$ cat config.mk
export PLATFORM = sky130hd
export DESIGN_NAME = bin_to_seg_multi
export DESIGN_NICKNAME = d
export VERILOG_FILES = /design/src/rtl/bin_to_seg_multi.sv
export SDC_FILE = /design/constraint.sdc
export NUM_CORES = 1
export LEC_CHECK = 0
export BUFFER_PORTS_ARGS = -buffer_cell sky130_fd_sc_hd__buf_2
export CORE_MARGIN = 5
export CORE_UTILIZATION = 44
export DETAILED_ROUTE_END_ITERATION = 10
export PLACE_DENSITY_LB_ADDON = 0.12
export SYNTH_ARGS = -nofsm -noshare
export SYNTH_HDL_FRONTEND = slang
export SYNTH_SLANG_ARGS = --single-unit
export TNS_END_PERCENT = 10
$ cat constraint.sdc
create_clock -name clk -period 2 [get_ports clk]
set_clock_uncertainty 0.05 [all_clocks]
set_input_delay 0.3 -clock clk [delete_from_list [all_inputs] [get_ports clk]]
set_output_delay 0.3 -clock clk [all_outputs]
set_load 0.02 [all_outputs]
$ cat src/rtl/bin_to_seg_multi.sv
// Sequential binary-to-BCD converter (shift-add-3, one bit per clock) driving DIGITS 7-segment displays.
// Latency: start accepted at edge N -> done pulse and fresh outputs after edge N+WIDTH+1; idle again at N+WIDTH+2.
// Backpressure: none; start is honoured only in IDLE, and starts during SHIFT/DONE are dropped, not queued.
//
// Ports:
//   clk       rising-edge clock
//   reset     synchronous active-high reset; aborts any conversion and blanks the display
//   start     conversion request, sampled only while idle
//   bin       unsigned binary value [WIDTH-1:0], captured on an accepted start
//   busy      high while shifting
//   done      one-cycle pulse when bcd/seg/overflow are refreshed
//   overflow  captured value exceeded 10^DIGITS-1 (display shows the low DIGITS decimal digits)
//   bcd       packed BCD, nibble k = digit k (k=0 is ones)
//   seg       active-low {A..G} per digit, 7 bits per digit, digit k at [7k+6:7k]
//
// Build option: define LEAD_ZERO_BLANK_EN to blank leading zero digits (digit 0 always shown).
module bin_to_seg_multi #(
  parameter int WIDTH  = 8,
  parameter int DIGITS = 3
) (
  input  logic                  clk,
  input  logic                  reset,
  input  logic                  start,
  input  logic [WIDTH-1:0]      bin,
  output logic                  busy,
  output logic                  done,
  output logic                  overflow,
  output logic [4*DIGITS-1:0]   bcd,
  output logic [7*DIGITS-1:0]   seg
);

  localparam int CNT_W = $clog2(WIDTH + 1);

  localparam logic [1:0] ST_IDLE  = 2'd0;
  localparam logic [1:0] ST_SHIFT = 2'd1;
  localparam logic [1:0] ST_DONE  = 2'd2;

  function automatic logic [31:0] pow10(input int n);
    logic [31:0] p;
    p = 32'd1;
    for (int i = 0; i < n; i++) p = p * 32'd10;
    return p;
  endfunction

  // Largest value that fits in DIGITS decimal digits.
  localparam logic [31:0] LIMIT = pow10(DIGITS) - 32'd1;

  function automatic logic [6:0] seg7(input logic [3:0] d);
    logic [6:0] s;
    case (d)
      4'd0:    s = 7'b0000001;
      4'd1:    s = 7'b1001111;
      4'd2:    s = 7'b0010010;
      4'd3:    s = 7'b0000110;
      4'd4:    s = 7'b1001100;
      4'd5:    s = 7'b0100100;
      4'd6:    s = 7'b0100000;
      4'd7:    s = 7'b0001111;
      4'd8:    s = 7'b0000000;
      4'd9:    s = 7'b0001100;
      default: s = 7'b1111111;
    endcase
    return s;
  endfunction

  logic [1:0]          state;
  logic [WIDTH-1:0]    shreg;
  logic [4*DIGITS-1:0] scratch;
  logic [4*DIGITS-1:0] adj;
  logic [CNT_W-1:0]    cnt;
  logic                ovf_pend;
  logic [7*DIGITS-1:0] seg_next;
  logic [31:0]         bin_ext;

  assign busy    = (state == ST_SHIFT);
  assign bin_ext = 32'(bin);

  // Add-3 correction: any digit >=5 would exceed 9 after doubling.
  always_comb begin
    adj = scratch;
    for (int k = 0; k < DIGITS; k++) begin
      if (scratch[4*k +: 4] >= 4'd5) adj[4*k +: 4] = scratch[4*k +: 4] + 4'd3;
    end
  end

  // Scan from the top digit down; a digit is "leading" while everything above it is zero.
`ifdef LEAD_ZERO_BLANK_EN
  logic lead;
  always_comb begin
    seg_next = '1;
    lead     = 1'b1;
    for (int k = DIGITS - 1; k >= 0; k--) begin
      if (scratch[4*k +: 4] != 4'd0 || k == 0) lead = 1'b0;
      seg_next[7*k +: 7] = lead ? 7'b1111111 : seg7(scratch[4*k +: 4]);
    end
  end
`else
  always_comb begin
    seg_next = '1;
    for (int k = 0; k < DIGITS; k++) begin
      seg_next[7*k +: 7] = seg7(scratch[4*k +: 4]);
    end
  end
`endif

  always_ff @(posedge clk) begin
    if (reset) begin
      state    <= ST_IDLE;
      done     <= 1'b0;
      overflow <= 1'b0;
      bcd      <= '0;
      seg      <= '1;
      shreg    <= '0;
      scratch  <= '0;
      cnt      <= '0;
      ovf_pend <= 1'b0;
    end else begin
      done <= 1'b0;
      case (state)
        ST_IDLE: begin
          if (start) begin
            shreg    <= bin;
            scratch  <= '0;
            cnt      <= CNT_W'(WIDTH);
            ovf_pend <= (bin_ext > LIMIT);
            state    <= ST_SHIFT;
          end
        end
        ST_SHIFT: begin
          // Top digit's carry is dropped, so scratch holds the value mod 10^DIGITS.
          scratch <= {adj[4*DIGITS-2:0], shreg[WIDTH-1]};
          shreg   <= shreg << 1;
          cnt     <= cnt - CNT_W'(1);
          if (cnt == CNT_W'(1)) state <= ST_DONE;
        end
        ST_DONE: begin
          bcd      <= scratch;
          seg      <= seg_next;
          overflow <= ovf_pend;
          done     <= 1'b1;
          state    <= ST_IDLE;
        end
        default: state <= ST_IDLE;
      endcase
    end
  end

endmodule

==> results of run 1 <==
## power by group
part	internal (mW)	switching, mW	total [mW]
Combinational	0.0781	0.129	0.208
Clock	0.570	0.487	1.06
Sequential	1.23	0.0279	1.26
Total	1.88	0.645	2.52
## metrics by stage
step           hold WS [ns]  instances
3_5_place_dp          0.397        466
3_3_place_gp          0.394        466
5_1_grt               0.156        482
2_1_floorplan         0.352        355
6_report              0.168        482
4_1_cts               0.154        482
## final timing paths
kind | cells after the start | end | start | slack, ns
max reg2reg | 5 | seg[15] | state[0] | 0.24
max | 3 | busy | state[1] | 0.13
min | 3 | shreg[7] | bin[7] | 0.17
min reg2reg | 2 | bcd[6] | bcd[6] | 0.40
## registers in the layout, summed over array words and instances (netlist names)
signal,count
done,1
scratch,12
cnt,4
seg,21
state,2
bcd,12
shreg,8
## layer usage
metal / part of all wire, % / global-route usage, % / vias up / wire length, um
li1: - / - / 1315 / -
met5: 0 / 0 / - / 0
met3: 5.2 / 6.71 / 9 / 362
met4: 1.3 / 5.32 / 0 / 90
met2: 47 / 29.0 / 50 / 3250
met1: 46 / 21.4 / 1216 / 3200
## cells in the final DEF (no fill, tap or decap), types with 6 or more instances in the layout
| cell | count |
|---|---|
| buf_4 | 13 |
| inv_1 | 20 |
| a21oi_1 | 35 |
| nand2b_1 | 10 |
| nand2_1 | 56 |
| ha_1 | 20 |
| o21ai_0 | 19 |
| dfxtp_1 | 60 |
| buf_2 | 45 |
| nor2_1 | 31 |
| nand3_1 | 7 |
| a211oi_1 | 7 |
| a22o_1 | 6 |
| a311oi_1 | 8 |
| clkbuf_8 | 9 |
## logic make-up (layout without fill, tap and decap cells)
logic type | Yosys count | count (layout) | synth area share (%)
simple gates | 116 | 116 | 17.4
fa+ha+maj | 20 | 20 | 8.50
other cells | 1 | 1 | 0.127
compound gates | 103 | 103 | 22.6
flops | 60 | 60 | 40.8
buf+inv | 46 | 96 | 7.69
mux | 5 | 5 | 1.74
xor+xnor | 4 | 4 | 1.19
## critical path, stage by stage, from the launching register on
cell and delay, ns:
dfxtp_1 0.52, nand2b_4 0.29, clkinv_4 0.16, buf_2 0.20
## final cells by class
cell class	count	share of cell area, %
repair buffers	59	10.0
multi-input cells	249	44.3
inverters	21	2.45
clock buffers	11	3.83
clock inverters	5	1.53
well taps	77	2.81
flip-flops and latches	60	35.1
==> out/metrics.cfg, run 1 <==
[cells_and_area]
post-route-util_pct=53.3
n_antenna_cell=0
fin_area_um2=3430
syn_to_final_growth_pct=16.3
nFillCells=630
seqCellArea_um2=1200
layout-drive-gt1-share_pct=19.8
nets=431
multi_input_area_um2=1520

[cts]
cts_root_buf=clkbuf_8
clock_latency_ns=0.34
numCtsBuffers=9
numClockSinks=60
htreeDepth=3
post_cts_resized=0
cts_setup_buffers=0
clk_pin_slew_ns=0.07
cts_tree=built
clk_path_buf_depth=2
ctsHoldBuffers=0

[timing]
slew_headroom_pct=59.6
final.setup.tns_ns=0
hold_viol_final=0
setup_slack_ns=0.135
final-max-slew-violation-count=0
worstMarginPinSlew_ns=0.607
max_freq_mhz=536
rsz0062_at_grt=false
setup-violations-final=0
fin_crit_ns=1.87
period_share_pct=93.3

[synthesis]
synth_edf_count=0
synth_top_area_share_pct=40.8
synth.avg_cell_area_um2=8.30
ys_warn_count=0
ys_types=44
yosys.area.top_type=dfxtp_1
synth_commonest_cells=60 x dfxtp_1, 56 x nand2_1, 35 x a21oi_1, 31 x nor2_1
synth_area_um2=2950
seq_area_frac_synth_pct=40.8
yosys-top-cells-area=dfxtp_1 41%, ha_1 8.5%, nand2_1 7.1%
synth_most_common_cell=dfxtp_1
ys_seq_elements=60
synthCells=355
synth_ff_type=dfxtp_1
async_flop_share_pct=0
syn-num-nets=386

[detailed_routing]
antenna_left=0
viasPerCell=5.37
drt-total-wl_um=6910
wl_per_cell_um=14.3
drtIter0Drc=136
route.detailed.drc=0
first_pass_iters=5
vias=2590

[power_and_ir_drop]
p_total_mw=2.52
p_leak_nw=1.39
power_density_nw_per_um2=736
vdd_drop_max_mv=0.472

[placed_design]
place_ws_ns=0.262
place_area_um2=3240
gp_congestion=0.873
place_hpwl_um=4800
io_buffers=45

[global_routing]
grt-ovfl-total=0
grtUsageTotal_pct=17.6
grt_start_max_net_pins=31
grt_pass1_vias=2465
antenna_found_initial=0
grt_pass1_wl_um=12000

[die]
die_area_um2=8430
design.core.area_um2=6420
die_w_um=91.8
rows=29
dieHeight_um=91.8
start_util_pct=45.9
num_io_pins=47

[setup_path]
critPathKind=reg2out
crit_path_max_fanout=15
cp.arrival_ns=1.52
end_kind=output pin
critPathLaunchType=flip-flop
cp.required_ns=1.65

[worst_hold_path]
hold_path.class=in2reg

[job]
maxCapViolCount=0

[run_status]
status=completed

Power figures use the tool's default switching activity.
==> inputs of run 2 (changes only) <==
CTS_BUF_LIST = sky130_fd_sc_hd__clkbuf_8   (was default)
==> run 2 against run 1 <==
Largest power group unchanged. Design area is the same. First-iteration DRC count did not move. Fmax is essentially flat. Sequential share of layout area stayed put. Clock-buffer cell count is 2 lower. Highest routed layer unchanged. Setup slack got worse by 0.00050 ns. Clock power about the same. Routed wire length is essentially flat. Critical path type unchanged. Final cell count unchanged.
==> out/metrics.cfg, run 2 (synthesis results as in run 1) <==
[die]
rows=29
start_util_pct=45.9
die_w_um=91.8
design.core.area_um2=6420
dieHeight_um=91.8
num_io_pins=47
die_area_um2=8430

[power_and_ir_drop]
p_leak_nw=1.40
power_density_nw_per_um2=733
vdd_drop_max_mv=0.473

[placed_design]
gp_congestion=0.873
place_area_um2=3240
placed_cells=466
place_hpwl_um=4800
place_ws_ns=0.262
io_buffers=45

[cells_and_area]
layout-drive-gt1-share_pct=19.8
final_cells=482
post-route-util_pct=53.3
largest_register_ffs=21
largest_register=seg
nets=431
final_cell_mix=60 x dfxtp_1, 56 x nand2_1, 45 x buf_2
n_antenna_cell=0
fin_area_um2=3430
top_regs=seg (21), bcd (12), scratch (12)
layout_commonest_cell=dfxtp_1
syn_to_final_growth_pct=16.3

[cts]
cts_tree=built
numCtsBuffers=9
clk_path_buf_depth=2
cts_setup_buffers=0
numClockSinks=60
clock_latency_ns=0.34
htreeDepth=3
ctsHoldBuffers=0
clk_pin_slew_ns=0.07
cts_root_buf=clkbuf_8
post_cts_resized=0

[timing]
worstMarginPinSlew_ns=0.607
final.setup.tns_ns=0
slew_headroom_pct=59.5
rsz0062_at_grt=false
setup-violations-final=0
max_freq_mhz=536
hold_viol_final=0
setup_slack_ns=0.134
final-max-slew-violation-count=0
fin_crit_ns=1.87
period_share_pct=93.3

[setup_path]
cp.required_ns=1.65
critPathKind=reg2out
cp.arrival_ns=1.52
end_kind=output pin
critPathLaunchType=flip-flop
crit_path_max_fanout=15

[job]
maxCapViolCount=0

[global_routing]
grt_start_max_net_pins=31
grt-ovfl-total=0
antenna_found_initial=0
grt_pass1_vias=2465
grtUsageTotal_pct=17.6
grt_pass1_wl_um=12000

[run_status]
status=completed

[detailed_routing]
viasPerCell=5.37
wl_per_cell_um=14.3
first_pass_iters=5
route.detailed.drc=0
vias=2589
antenna_left=0
drtIter0Drc=136
drt-total-wl_um=6910

[worst_hold_path]
hold_path.class=in2reg

run 2: cell types whose count changed in the layout (fill, tap and decap cells not counted):
cell and delta:
inv_1 +2, clkbuf_1 -2
run 2: per-stage QoR:
stage | hold slack, ns | power, mW
final | 0.167 | 2.51
after global routing | 0.156 | 2.64
after CTS | 0.154 | 2.53
after detailed placement | 0.397 | 1.49
after global placement | 0.394 | 1.49
after floorplan | 0.352 | 1.44
run 2: area by class of cell:
class                      instances  area [um^2]
fill                             630         3000
multi-input combinational        249         1520
sequential                        60         1200
timing repair buffer              59          343
clock buffer                       9          124
tap                               77         96.3
inverter                          21         83.8
clock inverter                     7         60.1
run 2: power by group:
group	internal, mW	total, mW	switching, mW
Combinational	0.0781	0.208	0.129
Clock	0.559	1.05	0.488
Sequential	1.23	1.26	0.0279
Total	1.87	2.51	0.645
run 2: worst max-delay path, cell delays in order, from the launching register on:
cell      delay (ns)
dfxtp_1         0.53
nand2b_4        0.29
clkinv_4        0.16
buf_2           0.20
run 2: final timing paths:
path	slack, ns	depth (start not counted)	start	to
worst min-delay path	0.17	3	bin[7]	shreg[7]
worst max register to register	0.24	5	state[0]	seg[15]
worst max-delay path	0.13	3	state[1]	busy
worst min register to register	0.40	2	bcd[6]	bcd[6]
run 2: layer usage:
layer / track usage (%) / share of wire, %
met5: 0 / 0
met4: 5.32 / 1.3
met2: 29.0 / 47
met3: 6.71 / 5.2
met1: 21.4 / 46
==> inputs of run 3 (changes only) <==
CORE_UTILIZATION = 55   (was 44)
==> run 3 against run 2 <==
Clock-buffer cell count rose by 2. First-iteration DRC count fell by 14%. Fmax rose by 2.2%. Die area fell by 18%. Critical path depth rose by 3. Non-clock buffer count fell by 4. Routed wire length fell by 9.9%. Hold slack improved by 0.0074 ns.
==> out/metrics.cfg, run 3 (synthesis results as in run 1) <==
[run_status]
status=completed

[detailed_routing]
drt-total-wl_um=6230
antenna_left=0
drtIter0Drc=117
viasPerCell=5.40
route.detailed.drc=0
wl_per_cell_um=13.2
first_pass_iters=5
vias=2538

[cells_and_area]
post-route-util_pct=65.6
n_antenna_cell=0
final_cells=470
layout_commonest_cell=dfxtp_1
largest_register_ffs=21
top_regs=seg (21), bcd (12), scratch (12)
syn_to_final_growth_pct=14.5
fin_area_um2=3370
nets=427
largest_register=seg
layout-drive-gt1-share_pct=18.8
final_cell_mix=60 x dfxtp_1, 56 x nand2_1, 45 x buf_2

[die]
dieHeight_um=83.2
start_util_pct=57.3
die_w_um=83.2
die_area_um2=6920
num_io_pins=47
rows=26
design.core.area_um2=5140

[timing]
worstMarginPinSlew_ns=0.555
slew_headroom_pct=62.8
holdWs_ns=0.175
rsz0062_at_grt=false
period_share_pct=91.3
max_freq_mhz=548
final-max-slew-violation-count=0
setup-violations-final=0
setup_slack_ns=0.175
fin_crit_ns=1.83
hold_viol_final=0
final.setup.tns_ns=0

[worst_hold_path]
hold_path.class=in2reg
hold_path.startpoint=bin[5]

[setup_path]
critical_path.startpoint=scratch[5]
cp.arrival_ns=2.05
critPathKind=reg2reg
critPathLaunchType=flip-flop
cp.required_ns=2.23
r2r-start=scratch[5]
end_kind=flip-flop
crit_cells=6
critPathMaxStageDelay_ns=0.50
critical_path.top_delay_family=flip-flops
timing.rr.end=scratch[6]
critPathSlowestCell=dfxtp_1
rrSetupSlack_ns=0.17
crit_chain=inv_1 > ha_1 > nand2b_1 > a21oi_1 > mux2i_1 > a22o_1
cp_num_buf_inv=1
crit_end=scratch[6]
crit_path_max_fanout=9
r2r_cells=6

[global_routing]
grt_start_max_net_pins=27
antenna_found_initial=0
grt_pass1_vias=2423
grt_pass1_wl_um=11000
grtUsageTotal_pct=19.2
grt-ovfl-total=0

[placed_design]
place_hpwl_um=4370
place_ws_ns=0.228
placed_cells=455
gp_congestion=0.881
io_buffers=45
place_area_um2=3200

[cts]
htreeDepth=3
cts_tree=built
cts_root_buf=clkbuf_8
clock_latency_ns=0.33
numClockSinks=60
cts_setup_buffers=0
numCtsBuffers=9
ctsHoldBuffers=0
clk_path_buf_depth=2
post_cts_resized=0
clk_pin_slew_ns=0.07

[power_and_ir_drop]
power_density_nw_per_um2=709
p_switching_uw=585
clkPwrFrac_pct=38.9
netSwitchingFraction_pct=24.5
power_frac_comb_pct=8.4
vdd_drop_max_mv=0.440
p_total_mw=2.39
p_int_mw=1.80
p_seq_share_pct=52.8
p_leak_nw=1.37

[job]
maxCapViolCount=0

[run 3: how the worst min path moves through the flow]
stage	slack (ns)	cells after the start	end
after detailed placement	0.40	2	bcd[0]
after global placement	0.39	2	bcd[3]
after floorplan	0.35	2	seg[18]
final	0.17	3	shreg[5]
after CTS	0.16	3	shreg[5]
after global routing	0.18	3	shreg[2]
[run 3: area by class of cell]
class                   instances  area, um^2
repair buffers                 55         313
multi-input cells             249        1520
clock inverters                 4        17.5
inverters                      21        83.8
fillers                       465        1770
flip-flops and latches         60        1200
clock buffers                  11         151
well taps                      70        87.6
[run 3: per-layer routing]
| layer | routed length [um] | GRT usage (%) | vias to the layer above |
|---|---|---|---|
| met5 | 0 | 0 | - |
| met4 | 76 | 8.62 | 0 |
| met3 | 337 | 6.63 | 7 |
| met2 | 2800 | 29.2 | 53 |
| met1 | 3010 | 24.3 | 1164 |
| li1 | - | - | 1314 |
[run 3: power by group through the flow]
stage          sequential (mW)  clock, mW  combinational, mW
2_1_floorplan             1.29          0              0.155
3_3_place_gp              1.28          0              0.199
3_5_place_dp              1.29          0              0.202
4_1_cts                   1.26      0.955              0.203
5_1_grt                   1.26       1.03              0.230
6_report                  1.26      0.929              0.201
[run 3: worst min-delay path: stages]
cell and delay (ns):
buf_2 0.09, nand2_1 0.04, a311oi_1 0.08
